`src/rtl/vliw_id_ex_pipe.sv`:
```
// ID/EX pipeline register for an N-slot VLIW bundle with stall hold, flush, and a one-cycle load-use bubble.
// Optional writeback-to-ID bypass on capture is enabled by defining VLIW_WB_BYPASS_EN.
module vliw_id_ex_pipe #(
  parameter int NUM_SLOTS = 2,
  parameter int DATA_W    = 32,
  parameter int RADDR_W   = 3,
  parameter int CTRL_W    = 8
) (
  input  logic                           clk,
  input  logic                           reset,
  input  logic [NUM_SLOTS-1:0]           id_valid,
  input  logic [NUM_SLOTS*RADDR_W-1:0]   id_rs1,
  input  logic [NUM_SLOTS*RADDR_W-1:0]   id_rs2,
  input  logic [NUM_SLOTS*RADDR_W-1:0]   id_rd,
  input  logic [NUM_SLOTS-1:0]           id_use_rs1,
  input  logic [NUM_SLOTS-1:0]           id_use_rs2,
  input  logic [NUM_SLOTS*DATA_W-1:0]    id_rs1_data,
  input  logic [NUM_SLOTS*DATA_W-1:0]    id_rs2_data,
  input  logic [NUM_SLOTS*DATA_W-1:0]    id_imm,
  input  logic [NUM_SLOTS*CTRL_W-1:0]    id_ctrl,
  input  logic [NUM_SLOTS-1:0]           id_reg_write,
  input  logic [NUM_SLOTS-1:0]           id_is_load,
  input  logic                           ex_stall,
  input  logic                           flush,
  input  logic [NUM_SLOTS-1:0]           wb_we,
  input  logic [NUM_SLOTS*RADDR_W-1:0]   wb_addr,
  input  logic [NUM_SLOTS*DATA_W-1:0]    wb_data,
  output logic [NUM_SLOTS-1:0]           ex_valid,
  output logic [NUM_SLOTS-1:0]           ex_reg_write,
  output logic [NUM_SLOTS-1:0]           ex_is_load,
  output logic [NUM_SLOTS*RADDR_W-1:0]   ex_rs1,
  output logic [NUM_SLOTS*RADDR_W-1:0]   ex_rs2,
  output logic [NUM_SLOTS*RADDR_W-1:0]   ex_rd,
  output logic [NUM_SLOTS*DATA_W-1:0]    ex_rs1_data,
  output logic [NUM_SLOTS*DATA_W-1:0]    ex_rs2_data,
  output logic [NUM_SLOTS*DATA_W-1:0]    ex_imm,
  output logic [NUM_SLOTS*CTRL_W-1:0]    ex_ctrl,
  output logic                           hold_id
);

  logic [NUM_SLOTS-1:0]         r_ex_valid, r_ex_reg_write, r_ex_is_load;
  logic [NUM_SLOTS*RADDR_W-1:0] r_ex_rs1, r_ex_rs2, r_ex_rd;
  logic [NUM_SLOTS*DATA_W-1:0]  r_ex_rs1_data, r_ex_rs2_data, r_ex_imm;
  logic [NUM_SLOTS*CTRL_W-1:0]  r_ex_ctrl;

  logic                         w_load_use;
  logic                         w_capture;
  logic                         w_clear;
  logic [NUM_SLOTS*DATA_W-1:0]  w_rs1_sel, w_rs2_sel;
  logic [NUM_SLOTS*CTRL_W-1:0]  w_ctrl_gated;

  // Every EX load is compared against every ID source, same slot included.
  always_comb begin
    w_load_use = 1'b0;
    for (int j = 0; j < NUM_SLOTS; j++) begin
      for (int i = 0; i < NUM_SLOTS; i++) begin
        if (r_ex_valid[j] && r_ex_is_load[j] && r_ex_reg_write[j] && id_valid[i] &&
            ((id_use_rs1[i] && (id_rs1[i*RADDR_W +: RADDR_W] == r_ex_rd[j*RADDR_W +: RADDR_W])) ||
             (id_use_rs2[i] && (id_rs2[i*RADDR_W +: RADDR_W] == r_ex_rd[j*RADDR_W +: RADDR_W]))))
          w_load_use = 1'b1;
      end
    end
  end

  assign hold_id   = ~flush & (ex_stall | w_load_use);
  assign w_capture = ~flush & ~ex_stall & ~w_load_use;
  assign w_clear   = flush | (~ex_stall & w_load_use);

  always_comb begin
    w_rs1_sel = id_rs1_data;
    w_rs2_sel = id_rs2_data;
`ifdef VLIW_WB_BYPASS_EN
    // Ascending k so the highest matching writeback port wins.
    for (int i = 0; i < NUM_SLOTS; i++) begin
      for (int k = 0; k < NUM_SLOTS; k++) begin
        if (wb_we[k] && (wb_addr[k*RADDR_W +: RADDR_W] == id_rs1[i*RADDR_W +: RADDR_W]))
          w_rs1_sel[i*DATA_W +: DATA_W] = wb_data[k*DATA_W +: DATA_W];
        if (wb_we[k] && (wb_addr[k*RADDR_W +: RADDR_W] == id_rs2[i*RADDR_W +: RADDR_W]))
          w_rs2_sel[i*DATA_W +: DATA_W] = wb_data[k*DATA_W +: DATA_W];
      end
    end
`endif
  end

`ifndef VLIW_WB_BYPASS_EN
  logic w_unused_wb;
  assign w_unused_wb = ^{wb_we, wb_addr, wb_data};
`endif

  genvar gi;
  generate
    for (gi = 0; gi < NUM_SLOTS; gi++) begin : g_slot
      assign w_ctrl_gated[gi*CTRL_W +: CTRL_W] =
        id_valid[gi] ? id_ctrl[gi*CTRL_W +: CTRL_W] : {CTRL_W{1'b0}};
    end
  endgenerate

  // Flush and bubble only kill the qualifying bits; data/address registers hold.
  always_ff @(posedge clk or negedge reset) begin
    if (!reset) begin
      r_ex_valid     <= '0;
      r_ex_reg_write <= '0;
      r_ex_is_load   <= '0;
      r_ex_rs1       <= '0;
      r_ex_rs2       <= '0;
      r_ex_rd        <= '0;
      r_ex_rs1_data  <= '0;
      r_ex_rs2_data  <= '0;
      r_ex_imm       <= '0;
      r_ex_ctrl      <= '0;
    end else if (w_clear) begin
      r_ex_valid     <= '0;
      r_ex_reg_write <= '0;
      r_ex_is_load   <= '0;
      r_ex_ctrl      <= '0;
    end else if (w_capture) begin
      r_ex_valid     <= id_valid;
      r_ex_reg_write <= id_valid & id_reg_write;
      r_ex_is_load   <= id_valid & id_is_load;
      r_ex_rs1       <= id_rs1;
      r_ex_rs2       <= id_rs2;
      r_ex_rd        <= id_rd;
      r_ex_rs1_data  <= w_rs1_sel;
      r_ex_rs2_data  <= w_rs2_sel;
      r_ex_imm       <= id_imm;
      r_ex_ctrl      <= w_ctrl_gated;
    end
  end

  assign ex_valid     = r_ex_valid;
  assign ex_reg_write = r_ex_reg_write;
  assign ex_is_load   = r_ex_is_load;
  assign ex_rs1       = r_ex_rs1;
  assign ex_rs2       = r_ex_rs2;
  assign ex_rd        = r_ex_rd;
  assign ex_rs1_data  = r_ex_rs1_data;
  assign ex_rs2_data  = r_ex_rs2_data;
  assign ex_imm       = r_ex_imm;
  assign ex_ctrl      = r_ex_ctrl;

endmodule

```
`config.mk`:
```
export PLATFORM = sky130hd
export DESIGN_NAME = vliw_id_ex_pipe
export DESIGN_NICKNAME = d
export VERILOG_FILES = /design/src/rtl/vliw_id_ex_pipe.sv
export SDC_FILE = /design/constraint.sdc
export NUM_CORES = 1
export LEC_CHECK = 0
export CAP_MARGIN = 20
export CORE_AREA = 2 2 214 216
export DETAILED_ROUTE_END_ITERATION = 6
export DIE_AREA = 0 0 216 218
export GPL_TIMING_DRIVEN = 0
export PLACE_DENSITY = 0.5
export SYNTH_ARGS = -nofsm -noshare
export SYNTH_HDL_FRONTEND = slang
export SYNTH_SLANG_ARGS = --single-unit
```
`constraint.sdc`:
```
create_clock -name clk -period 5.8 [get_ports clk]
set_input_delay 0.87 -clock clk [delete_from_list [all_inputs] [get_ports clk]]
set_output_delay 0.87 -clock clk [all_outputs]
set_load 0.1 [all_outputs]
```
==> impl_results.md <==
- Outcome: finished clean
- Rows: 78
- Leakage power: 7.20 nW
- VDD IR max: around 0.19 mV
- # clock sinks: between 200 and 250
- Critical path fanouts, max: 3
- Vias: roughly 6700
- Final std cells w/o fill: roughly 1700
- Final nets: roughly 1400
- Total grt overflow: 0
- Period utilization: between 70% and 80%
- Post-DP Area: approximately 15000 um^2
- Starting Density: between 20% and 30%
- Area of the multi-input gates: ~3600 um^2
- Final min period: 4.36 ns
- GRT Util Overall: approximately an eighth
- Detail Placement HPWL: 23300 um
- # DRC: 0
- First-pass GRT wire length: ~46000 um
- Worst-margin pin slew: between 1 and 1.5 ns
- Reg area: around 5800 um^2
- Element type at the critical path end: output port
- Worst Skew: between 0.01 and 0.015 ns
- Clk_lat worst skew: around 0.56 ns
- First-pass detailed-route iteration total: 4
- Post-route ant nets: 0
- Design area: 16300 um^2
- H-tree Lvls: 1
- Post-CTS setup buffer count: 0
- Die width: approximately 220 um
- I/O pin count: ~550
- Die ar.: roughly 47000 um^2
- Vias in the first global route: between 7000 and 8000
- CTS tree: yes
- Synth area leaders: dfrtp_1 (59%), mux2_4 (27%), mux2_2 (3.7%), buf_12 (2.2%), xnor2_1 (2.1%)
- Crit start category: primary input
- Avg Inst Size Synth: 16.8 um^2
- Worst setup path class: primary input to output port
- Synth Instances: a little under 600
- Setup Viol. Count Final: 0
- Critical Path RT: between 4 and 5 ns
- Initial antenna violation count: 0
- Root buffer cell: clkbuf_16
- Mapped Area: between 9000 and 10000 um^2
- Layout cells sized above 1: between 20% and 30%
- Final wirelength: about 31000 um
- Synth Net Count: 900
- Arrival time at the worst endpoint: approximately 3.5 ns
- Num CTS Buffers: 29
- Seq/Total Area, Yosys: around three fifths
- Final count of hold timing violations: 0
- Filler cells: roughly 4400
- Maximum achievable frequency: roughly 0.23 GHz
- Ys Warns: 0
- Antenna diodes: 0
- DP Cell Count: around 1700
- Core Area: between 40000 and 50000 um^2
- Worst-path clk slew: 0.06 ns
- Worst slew margin: between 20% and 30%
- Final Wtd Congestion: between 0.7 and 0.8
- Deepest clock path buffer count: 3
- IO Port Bufs: ~470
- RSZ-0062 raised after global routing: false
- Die Span Y: approximately 220 um
- Post-synthesis register bit count: 232
- Class of the worst hold path: primary input to asynchronous set/reset pin
- Distinct cells, synth: 18
- Vias per cell: approximately 3.9
- Wirelength per Cell: between 15 and 20 um
- CTS resizes: 0
- Area grow syn2layout: 65.6%
- Initial DRC count: about 220
- Yosys top cell area share: between 50 and 60%
- Largest net degree at the start of global routing: 101
- Hold slack: roughly 0.22 ns
- Final core utilization: between 30% and 40%
- Pwr/cell area: roughly 400 nW/um^2
- CTS Hold Bufs: 0
- Cell taking the most area after synthesis: dfrtp_1
- Max-cap violation count: 0
- Fin. max-slew vios: 0
-- synthesized netlist by cell type, drive strengths merged --
cell type  number
dfrtp         232
mux2          210
nand2          42
buf            30
xnor2          24
o21ai          22
nand4          10
clkbuf          6
a21oi           5
inv             3
nor2b           1
nor3            1
o2111a          1
or3b            1
-- path summary, 6_finish.rpt --
| kind | from | to | slack [ns] | depth (start not counted) |
|---|---|---|---|---|
| max | id_rs2[1] | hold_id | 1.44 | 8 |
| min | reset | ex_rs2_data[45] | 0.22 | 1 |
| max reg2reg | ex_rd[4] | ex_imm[55] | 3.36 | 10 |
| min reg2reg | ex_ctrl[8] | ex_ctrl[8] | 0.48 | 2 |
| max in group asynchronous | reset | ex_rs2[5] | 4.68 | 2 |
| min in group clk | ex_ctrl[8] | ex_ctrl[8] | 0.48 | 2 |
-- power breakdown --
| part | total [mW] | switching [mW] | internal [mW] |
|---|---|---|---|
| combinational | 2.87 | 2.02 | 0.851 |
| sequential | 1.97 | 0.124 | 1.84 |
| clock | 1.76 | 0.708 | 1.06 |
-- final cells by class --
cell class,count,share of cell area (%)
plain buffers,36,2.54
clock buffers,44,5.03
clock inverters,7,0.567
inverters,3,0.0689
multi-input cells,317,22.2
flip-flops and latches,232,35.5
well taps,600,4.60
repair buffers,475,29.4
-- cells by family (layout without fill, tap and decap cells) --
kind of cell / after synthesis / after routing / share of synthesized area, %
flip-flops: 232 / 232 / 58.9
multiplexers: 210 / 210 / 30.8
AND/OR/NAND/NOR: 55 / 55 / 2.44
buffers and inverters: 39 / 565 / 4.33
AO/OA/AOI/OAI: 28 / 28 / 1.48
XOR/XNOR: 24 / 24 / 2.13
-- cell usage in the layout, fill, tap and decap left out, types with 2 or more instances in the layout --
cell / count
a21oi_1: 5
buf_12: 12
buf_16: 2
buf_2: 3
buf_4: 6
buf_6: 10
bufinv_16: 2
clkbuf_1: 17
clkbuf_16: 29
clkbuf_8: 4
clkdlybuf4s50_1: 471
clkinv_2: 3
dfrtp_1: 232
inv_1: 3
mux2_2: 32
mux2_4: 178
nand2_1: 42
nand4_1: 10
o21ai_0: 22
xnor2_1: 24
-- critical path: stages --
cell	delay [ns]
clkdlybuf4s50_1	0.57
xnor2_1	0.15
nand4_1	0.16
a21oi_1	0.17
o2111a_1	0.20
inv_1	0.04
a21oi_1	0.14
clkdlybuf4s50_1	1.19
-- stage by stage --
| step | setup slack [ns] | TNS, ns | power, mW |
|---|---|---|---|
| 2_1_floorplan | 1.70 | 0 | 4.08 |
| 3_3_place_gp | -7.12 | -1641.70 | 4.87 |
| 3_5_place_dp | 1.43 | 0 | 4.88 |
| 4_1_cts | 1.41 | 0 | 6.71 |
| 5_1_grt | 1.34 | 0 | 6.86 |
| 6_report | 1.44 | 0 | 6.60 |
-- flip-flops by register name, summed over array words and instances (netlist names) --
register      flops
ex_is_load        2
ex_rs2_data      64
ex_rd             6
ex_rs1_data      64
ex_rs2            6
ex_imm           64
ex_rs1            6
ex_ctrl          16
ex_reg_write      2
ex_valid          2
-- per-layer routing --
metal	up-vias	GRT usage, %	share of wire (%)
met3	36	3.71	7.8
met2	266	21.2	48
met5	-	0	0
met4	0	3.52	1.9
met1	3296	15.9	42
li1	3055	-	-
No activity file was read; power rests on OpenSTA's default activity.
